<file path="config.mk">
export PLATFORM = sky130hd
export DESIGN_NAME = mul_slave
export DESIGN_NICKNAME = d
export VERILOG_FILES = /design/src/rtl/mul_slave.sv
export SDC_FILE = /design/constraint.sdc
export NUM_CORES = 1
export LEC_CHECK = 0
export ABC_AREA = 0
export CORE_MARGIN = 1.5
export CORE_UTILIZATION = 51
export DETAILED_ROUTE_END_ITERATION = 10
export DONT_BUFFER_PORTS = 1
export PLACE_DENSITY_LB_ADDON = 0.2
export SYNTH_ARGS = -nofsm -noshare
export SYNTH_HDL_FRONTEND = slang
export SYNTH_SLANG_ARGS = --single-unit
</file>
<file path="constraint.sdc">
create_clock -name clk -period 18.6 [get_ports clk]
set_clock_uncertainty 0.15 [all_clocks]
set_input_delay 3.72 -clock clk [delete_from_list [all_inputs] [get_ports clk]]
set_output_delay 3.72 -clock clk [all_outputs]
set_load 0.1 [all_outputs]
</file>
<file path="src/rtl/mul_slave.sv">
// mul_slave: 32x32 -> 64-bit unsigned radix-2 shift-add multiplier behind a
// simple memory-mapped slave port. The master loads OPA/OPB, strobes start
// through CTRL, then polls STATUS or waits for m_interrupt, and finally reads
// the 64-bit product from RES_LO/RES_HI.
//
// Register map (S_addr[2:0]):
//   0 OPA      RW
//   1 OPB      RW
//   2 CTRL     W  (bit0 start, bit1 clear; self-clearing strobes), reads 0
//   3 STATUS   R  (bit0 done, bit1 busy)
//   4 RES_LO   R
//   5 RES_HI   R
//   6 INTR_EN  RW (bit0 only)
//   7 --       reads 0, writes ignored
module mul_slave (
    input  logic        clk,
    input  logic        reset,
    input  logic        S_sel,
    input  logic        S_wr,
    input  logic [7:0]  S_addr,
    input  logic [31:0] S_din,
    output logic [31:0] S_dout,
    output logic        m_interrupt
);

    // FSM encoding
    localparam logic [1:0] ST_IDLE = 2'd0;
    localparam logic [1:0] ST_EXEC = 2'd1;
    localparam logic [1:0] ST_DONE = 2'd2;

    // Register addresses
    localparam logic [2:0] A_OPA     = 3'd0;
    localparam logic [2:0] A_OPB     = 3'd1;
    localparam logic [2:0] A_CTRL    = 3'd2;
    localparam logic [2:0] A_STATUS  = 3'd3;
    localparam logic [2:0] A_RES_LO  = 3'd4;
    localparam logic [2:0] A_RES_HI  = 3'd5;
    localparam logic [2:0] A_INTR_EN = 3'd6;

    // Programmer-visible registers
    logic [31:0] r_opa;
    logic [31:0] r_opb;
    logic [31:0] r_res_lo;
    logic [31:0] r_res_hi;
    logic        r_intr_en;
    logic [31:0] r_dout;
    logic        r_irq;

    // Engine state; operands are shadowed so OPA/OPB may be rewritten
    // while a multiplication is running without disturbing it.
    logic [1:0]  r_state;
    logic [31:0] r_mcand;
    logic [31:0] r_mplier;
    logic [63:0] r_acc;
    logic [4:0]  r_cnt;

    // Next-state values
    logic [1:0]  w_state_next;
    logic [31:0] w_mcand_next;
    logic [31:0] w_mplier_next;
    logic [63:0] w_acc_next;
    logic [4:0]  w_cnt_next;
    logic [31:0] w_opa_next;
    logic [31:0] w_opb_next;
    logic [31:0] w_res_lo_next;
    logic [31:0] w_res_hi_next;
    logic        w_intr_en_next;
    logic [31:0] w_dout_next;
    logic        w_irq_next;

    // Bus decode
    logic        w_wr;
    logic        w_rd;
    logic [2:0]  w_addr;
    logic        w_start;
    logic        w_clear;
    logic [31:0] w_rdata;
    logic        w_unused_addr;

    // Shift-add datapath
    logic [31:0] w_addend;
    logic [32:0] w_sum;
    logic [63:0] w_acc_shift;

    assign w_wr    = S_sel & S_wr;
    assign w_rd    = S_sel & ~S_wr;
    assign w_addr  = S_addr[2:0];
    assign w_start = w_wr && (w_addr == A_CTRL) && S_din[0];
    assign w_clear = w_wr && (w_addr == A_CTRL) && S_din[1];

    // Upper address bits are aliased onto the same eight registers.
    assign w_unused_addr = ^S_addr[7:3];

    // One iteration: conditionally add the multiplicand into the upper half
    // (33-bit sum keeps the carry), then shift the whole accumulator right
    // with that carry entering bit 63. After 32 iterations the accumulator
    // holds the full product.
    assign w_addend    = r_mplier[0] ? r_mcand : 32'd0;
    assign w_sum       = {1'b0, r_acc[63:32]} + {1'b0, w_addend};
    assign w_acc_shift = {w_sum, r_acc[31:1]};

    // Read mux: returns register contents as they stand before the edge.
    always_comb begin
        w_rdata = 32'd0;
        case (w_addr)
            A_OPA:     w_rdata = r_opa;
            A_OPB:     w_rdata = r_opb;
            A_CTRL:    w_rdata = 32'd0;
            A_STATUS:  w_rdata = {30'd0, (r_state == ST_EXEC), (r_state == ST_DONE)};
            A_RES_LO:  w_rdata = r_res_lo;
            A_RES_HI:  w_rdata = r_res_hi;
            A_INTR_EN: w_rdata = {31'd0, r_intr_en};
            default:   w_rdata = 32'd0;
        endcase
    end

    // Operand / interrupt-enable register writes and read-data capture.
    always_comb begin
        w_opa_next     = r_opa;
        w_opb_next     = r_opb;
        w_intr_en_next = r_intr_en;
        w_dout_next    = r_dout;
        if (w_wr) begin
            case (w_addr)
                A_OPA:     w_opa_next     = S_din;
                A_OPB:     w_opb_next     = S_din;
                A_INTR_EN: w_intr_en_next = S_din[0];
                default:   ;
            endcase
        end
        if (w_rd) begin
            w_dout_next = w_rdata;
        end
    end

    // Multiplier FSM and datapath next-state; clear overrides everything.
    always_comb begin
        w_state_next  = r_state;
        w_mcand_next  = r_mcand;
        w_mplier_next = r_mplier;
        w_acc_next    = r_acc;
        w_cnt_next    = r_cnt;
        w_res_lo_next = r_res_lo;
        w_res_hi_next = r_res_hi;

        case (r_state)
            ST_IDLE, ST_DONE: begin
                // Start from IDLE or DONE snapshots the current operands.
                // RES_* keeps its old value until the new run completes.
                if (w_start) begin
                    w_mcand_next  = r_opa;
                    w_mplier_next = r_opb;
                    w_acc_next    = 64'd0;
                    w_cnt_next    = 5'd0;
                    w_state_next  = ST_EXEC;
                end
            end
            ST_EXEC: begin
                // A start strobe here is deliberately ignored.
                w_acc_next    = w_acc_shift;
                w_mplier_next = {1'b0, r_mplier[31:1]};
                w_cnt_next    = r_cnt + 5'd1;
                if (r_cnt == 5'd31) begin
                    w_res_lo_next = w_acc_shift[31:0];
                    w_res_hi_next = w_acc_shift[63:32];
                    w_state_next  = ST_DONE;
                end
            end
            default: begin
                w_state_next = ST_IDLE;
            end
        endcase

        if (w_clear) begin
            w_state_next  = ST_IDLE;
            w_res_lo_next = 32'd0;
            w_res_hi_next = 32'd0;
        end
    end

    // Interrupt follows the state being entered so it rises with done.
    assign w_irq_next = (w_state_next == ST_DONE) & w_intr_en_next;

    // State register with asynchronous reset that aborts any run.
    always_ff @(posedge clk or posedge reset) begin
        if (reset) begin
            r_state   <= ST_IDLE;
            r_mcand   <= 32'd0;
            r_mplier  <= 32'd0;
            r_acc     <= 64'd0;
            r_cnt     <= 5'd0;
            r_opa     <= 32'd0;
            r_opb     <= 32'd0;
            r_res_lo  <= 32'd0;
            r_res_hi  <= 32'd0;
            r_intr_en <= 1'b0;
            r_dout    <= 32'd0;
            r_irq     <= 1'b0;
        end else begin
            r_state   <= w_state_next;
            r_mcand   <= w_mcand_next;
            r_mplier  <= w_mplier_next;
            r_acc     <= w_acc_next;
            r_cnt     <= w_cnt_next;
            r_opa     <= w_opa_next;
            r_opb     <= w_opb_next;
            r_res_lo  <= w_res_lo_next;
            r_res_hi  <= w_res_hi_next;
            r_intr_en <= w_intr_en_next;
            r_dout    <= w_dout_next;
            r_irq     <= w_irq_next;
        end
    end

    assign S_dout      = r_dout;
    assign m_interrupt = r_irq;

endmodule

</file>
== Word level (Yosys, flattened, before mapping) ==
Cells that the tools add are included.
Cells by class
  shift operators: 0
  multipliers: 0
  div/mod/pow operators: 0
  reductions and logical operators: 14
  add/sub/neg operators: 2
  bitwise gates (word level): 4
  muxes and demuxes: 20
  eq/ne operators: 11
  magnitude comparators: 0
Operators by type and width (count)
  32-bit 2-to-1 mux: 8
  32-bit one-hot mux with 6 select lines: 1
  64-bit one-hot mux with 2 select lines: 1
  64-bit 2-to-1 mux: 1
  32-bit one-hot mux with 2 select lines: 1
  32-bit by 32-bit adder with 33-bit output: 1
  5-bit one-hot mux with 2 select lines: 1
  2-bit AND reduction: 5
  3-bit == test, second input constant: 3
  3-bit by 2-bit == test with 1-bit output, second input constant: 2
  2-bit 2-to-1 mux: 3
  2-bit nonzero test: 3
  5-bit by 1-bit adder with 5-bit output, second input constant: 1
  5-bit == test, second input constant: 1
  5-bit 2-to-1 mux: 1
  2-bit == test, second input constant: 2
  2-bit one-hot mux with 2 select lines: 1
  1-bit bitwise AND: 3
  3-bit by 1-bit == test with 1-bit output, second input constant: 1
  1-bit logical AND: 3
  3-bit logical NOT: 1
  2-bit by 1-bit == test with 1-bit output, second input constant: 1
  2-bit logical NOT: 1
  1-bit 2-to-1 mux: 2
  other kinds (3): 3
Storage, ports and cells
  memories: 0
  output and inout port bits: 33
  bits in registers: 297
  bits in latches: 0
  memory bits (read-only): 0
  word-level logic and storage cells: 63
  input port bits: 44
  bits in writable memories: 0

== Logic depth before layout (Yosys ltp) ==
  depth after elaboration: 8
  depth in mapped cells: 12

== Worst setup path before layout ==
Ideal clock, no wire load.
  path kind: input port to flip-flop
  start point: input S_addr[0]
  end point: register r_opb[0]
  library setup time: 0.125 ns
  path slack: 13.052 ns
  data required time: 18.325 ns
  data arrival time: 5.273 ns
  stages on the path: 7
  cell sequence: clkbuf_1 nor2b_1 nor2b_1 and3_1 clkbuf_1 buf_2 mux2_2
On the way
  longest elaborated chain between the ends: 2
Ends and longest elaborated chain
  start, declared: line 20  | input logic [7:0] S_addr,
  3-bit by 1-bit == test with 1-bit output: line 124  | case (w_addr)
  2-bit AND reduction (no line)
  end signal, assigned: line 206  | r_opb <= w_opb_next;
  end, declared: line 42  | logic [31:0] r_opb;
Every way passes these cells.
A chain may end at the register's enable or synchronous reset.

== Worst setup path in the final report ==
  start point: input S_addr[1]
  end point: register r_cnt[2]
On the way
  longest elaborated chain between the ends: 5
Ends and longest elaborated chain
  3-bit by 2-bit == test with 1-bit output: line 88  | assign w_start = w_wr && (w_addr == A_CTRL) && S_din[0];
  1-bit logical AND (2 in a row): line 88
  2-bit inequality test (no line)
  2-bit AND reduction (no line)
  end signal, assigned: line 204  | r_cnt <= w_cnt_next;
  end, declared: line 55  | logic [4:0] r_cnt;
Every way passes these cells.

==> flow_metrics.env <==
export IMPL_total_routing_usage_gr=0.2580
export IMPL_synth_top_cells_by_area="dfrtp_1 52%, mux2_2 7.5%, nand2_1 7.4%"
export IMPL_flip_flop_and_latch_count_after_synthesis=296
export IMPL_hold_path_class="reg2reg"
export IMPL_synth_commonest_cells="296 x dfrtp_1, 282 x nand2_1, 125 x o21ai_0"
export IMPL_yosysMostFrequentCell="dfrtp_1"
export IMPL_place_detailed_hpwl_um=22420
export IMPL_synth_edff_count=0
export IMPL_synthFlopType="dfrtp_1"
export IMPL_multi_input_area_um2=6420
export IMPL_syn_num_nets=1489
export IMPL_number_of_antenna_violations_at_the_first_check_in_global_routing=3
export IMPL_grt_max_degree=161
export IMPL_final_min_period_over_clock_period=0.3194
export IMPL_data_required_time_at_the_worst_endpoint_ns=18.87
export IMPL_yosys_area_top_type_share=0.5198
export IMPL_total_negative_setup_slacks_ns=0
export IMPL_postCtsResizedCells=0
export IMPL_synth_async_sr_flop_share=1.000
export IMPL_path_clk_slew_ns=0.07
export IMPL_dieHeight_um=170.2
export IMPL_peakVddDrop_mv=0.07408
export IMPL_first_global_vias=10390
export IMPL_crit_path_end_kind="flop"
export IMPL_unrepaired_setup_endpoints_after_global_routing="no"
export IMPL_drt_initial_drc_count=977
export IMPL_fillers=2462
export IMPL_worstSkewPairLatency_ns=0.55
export IMPL_floorplan_die_width_um=170.2
export IMPL_sequential_cell_area_um2=7407
export IMPL_power_leakage_nw=6.884
export IMPL_period_needed_ns=5.941
export IMPL_cts_path_max_buffers=3
export IMPL_final_design_utilization=0.5648
export IMPL_initial_utilization=0.5157
export IMPL_num_io_pins=77
export IMPL_final_max_slew_violation_count=0
export IMPL_report_final_hold_viol_count=0
export IMPL_post_route_cells_drive_above_1_share=0.1385
export IMPL_criticalPathCategory="in2reg"
export IMPL_synth_lib_cells_used_distinct=61
export IMPL_synthCells=1410
export IMPL_clk_root_buffer_cell="clkbuf_16"
export IMPL_average_instance_area_after_synthesis_um2=10.11
export IMPL_wire_per_inst_um=20.67
export IMPL_cts_buffers_inserted=31
export IMPL_gp_congestion=0.9035
export IMPL_slew_headroom=0.2734
export IMPL_number_of_standard_cell_rows_in_the_floorplan=61
export IMPL_floorplan_core_area_um2=27630
export IMPL_dr_pass1_iters=5
export IMPL_dr_total_vias=10570
export IMPL_final_setup_viol_count=0
export IMPL_nNetsFinal=1434
export IMPL_max_slew_worst_pin_slew_ns=1.090
export IMPL_cts_tree="done"
export IMPL_proportion_of_synthesized_chip_area_in_sequential_cells=0.5198
export IMPL_fin_cells=1757
export IMPL_cts_sink_count=296
export IMPL_die_area_um2=28950
export IMPL_largest_area_contributor_in_the_synthesized_netlist="dfrtp_1"
export IMPL_crit_path_start_kind="input port"
export IMPL_drt_total_wl_um=36310
export IMPL_crit_path_max_fanout=47
export IMPL_number_of_buffers_inserted_by_hold_repair_at_cts=0
export IMPL_cts_max_level=1
export IMPL_synth_cell_area_um2=14250
export IMPL_wire_length_of_the_first_global_routing_pass_um=58350
export IMPL_fin_total_pwr_mw=2.259
export IMPL_drt_drc=0
export IMPL_worst_hold_slack_ns=0.3295
export IMPL_powerDensity_nw_per_um2=144.7
export IMPL_globalRouteOverflowTotal=0
export IMPL_io_buffers=0
export IMPL_yosysWarningCount=0
export IMPL_insertedDiodeCount=0
export IMPL_outcome="complete, no violations"
export IMPL_critPathArrivalTime_ns=6.21
export IMPL_areaGrowthSynthToFinish_pct=9.519
export IMPL_vias_per_std_cell=6.013
export IMPL_post_cts_setup_buffers=0
export IMPL_dp_cell_count=1700
export IMPL_maxCapViolations=0
export IMPL_count_of_nets_left_with_antenna_violations_after_detail_routing=0
export IMPL_max_freq_mhz=168.3
## cells by family after synthesis
family                   after synthesis  share of synthesized area
AO/OA/AOI/OAI                        376                     0.1669
flip-flops                           296                     0.5198
AND/OR/NAND/NOR                      432                     0.1319
adder cells (fa/ha/maj)               35                    0.03126
multiplexers                         129                    0.09923
buffers and inverters                112                    0.03240
XOR/XNOR                              30                    0.01844
## power by group
part	leakage [nW]	internal (mW)	switching [mW]
Sequential	3.81	0.846	0.219
Clock	0.562	0.420	0.260
Combinational	2.52	0.200	0.314
Total	6.88	1.47	0.792
## metal layers
metal / vias to the layer above / GRT usage / wire length, um
met5: - / 0 / 31
met4: 4 / 0.06156 / 666
met3: 57 / 0.04233 / 2436
met2: 304 / 0.3934 / 16310
met1: 5313 / 0.3845 / 16870
li1: 4887 / - / -
## critical path, stage by stage
cell     delay (ns)
nor2b_1        0.21
nand3_1        0.12
nor2_1         0.17
nand2_1        0.14
nor2_4         0.10
buf_4          0.48
buf_4          0.61
nor2_1         0.29
o21ai_0        0.20
o21ai_0        0.11
## state kept, by name, summed over array words and instances (netlist names)
name and cells:
r_cnt 5, r_opa 32, S_dout 32, r_intr_en 1, r_state 2, r_opb 32
r_res_lo 32, m_interrupt 1, r_acc 63, r_res_hi 32, r_mplier 32, r_mcand 32
## through the flow
stage | setup WS, ns | instance area [um^2]
after floorplan | 6.554 | 14250
after global placement | 12.19 | 14470
after detailed placement | 12.18 | 14470
after CTS | 12.74 | 15610
after global routing | 12.40 | 15610
final | 12.66 | 15610
## placed cells by master, fill, tap and decap left out, drive strengths merged, types with 3 or more instances in the layout
cell    count
dfrtp     296
nand2     282
o21ai     137
mux2       98
a21oi      90
nor2       48
clkbuf     42
and2       38
ha         34
a221oi     33
mux2i      31
a22o       31
o22ai      20
nand3      17
xnor2      16
buf        16
xor2       14
nand4      14
a21o       13
inv         9
nor3        8
and3        8
clkinv      7
o21bai      6
o21a        6
bufinv      6
nor2b       6
a211oi      5
a211o       5
a31oi       4
o31ai       4
a31o        3
o221ai      3
nand2b      3
## layout make-up
type | count | share of cell area
clock buffers | 42 | 0.05749
repair buffers | 16 | 0.008499
clock inverters | 15 | 0.01523
flip-flops and latches | 296 | 0.4747
well taps | 378 | 0.03031
multi-input cells | 1002 | 0.4114
inverters | 8 | 0.002405
## final timing paths
kind                               from            to  slack (ns)  cells after the start
max in group asynchronous         reset      r_opb[6]       13.87                      2
setup reg to reg            r_mplier[0]     r_acc[63]       14.95                     12
setup / recovery              S_addr[1]      r_cnt[2]       12.66                     10
hold reg to reg            r_mplier[21]  r_mplier[20]        0.33                      2
hold / removal             r_mplier[21]  r_mplier[20]        0.33                      2
min in group asynchronous         reset    S_dout[26]        3.06                      1
No activity file was read; power rests on OpenSTA's default activity.
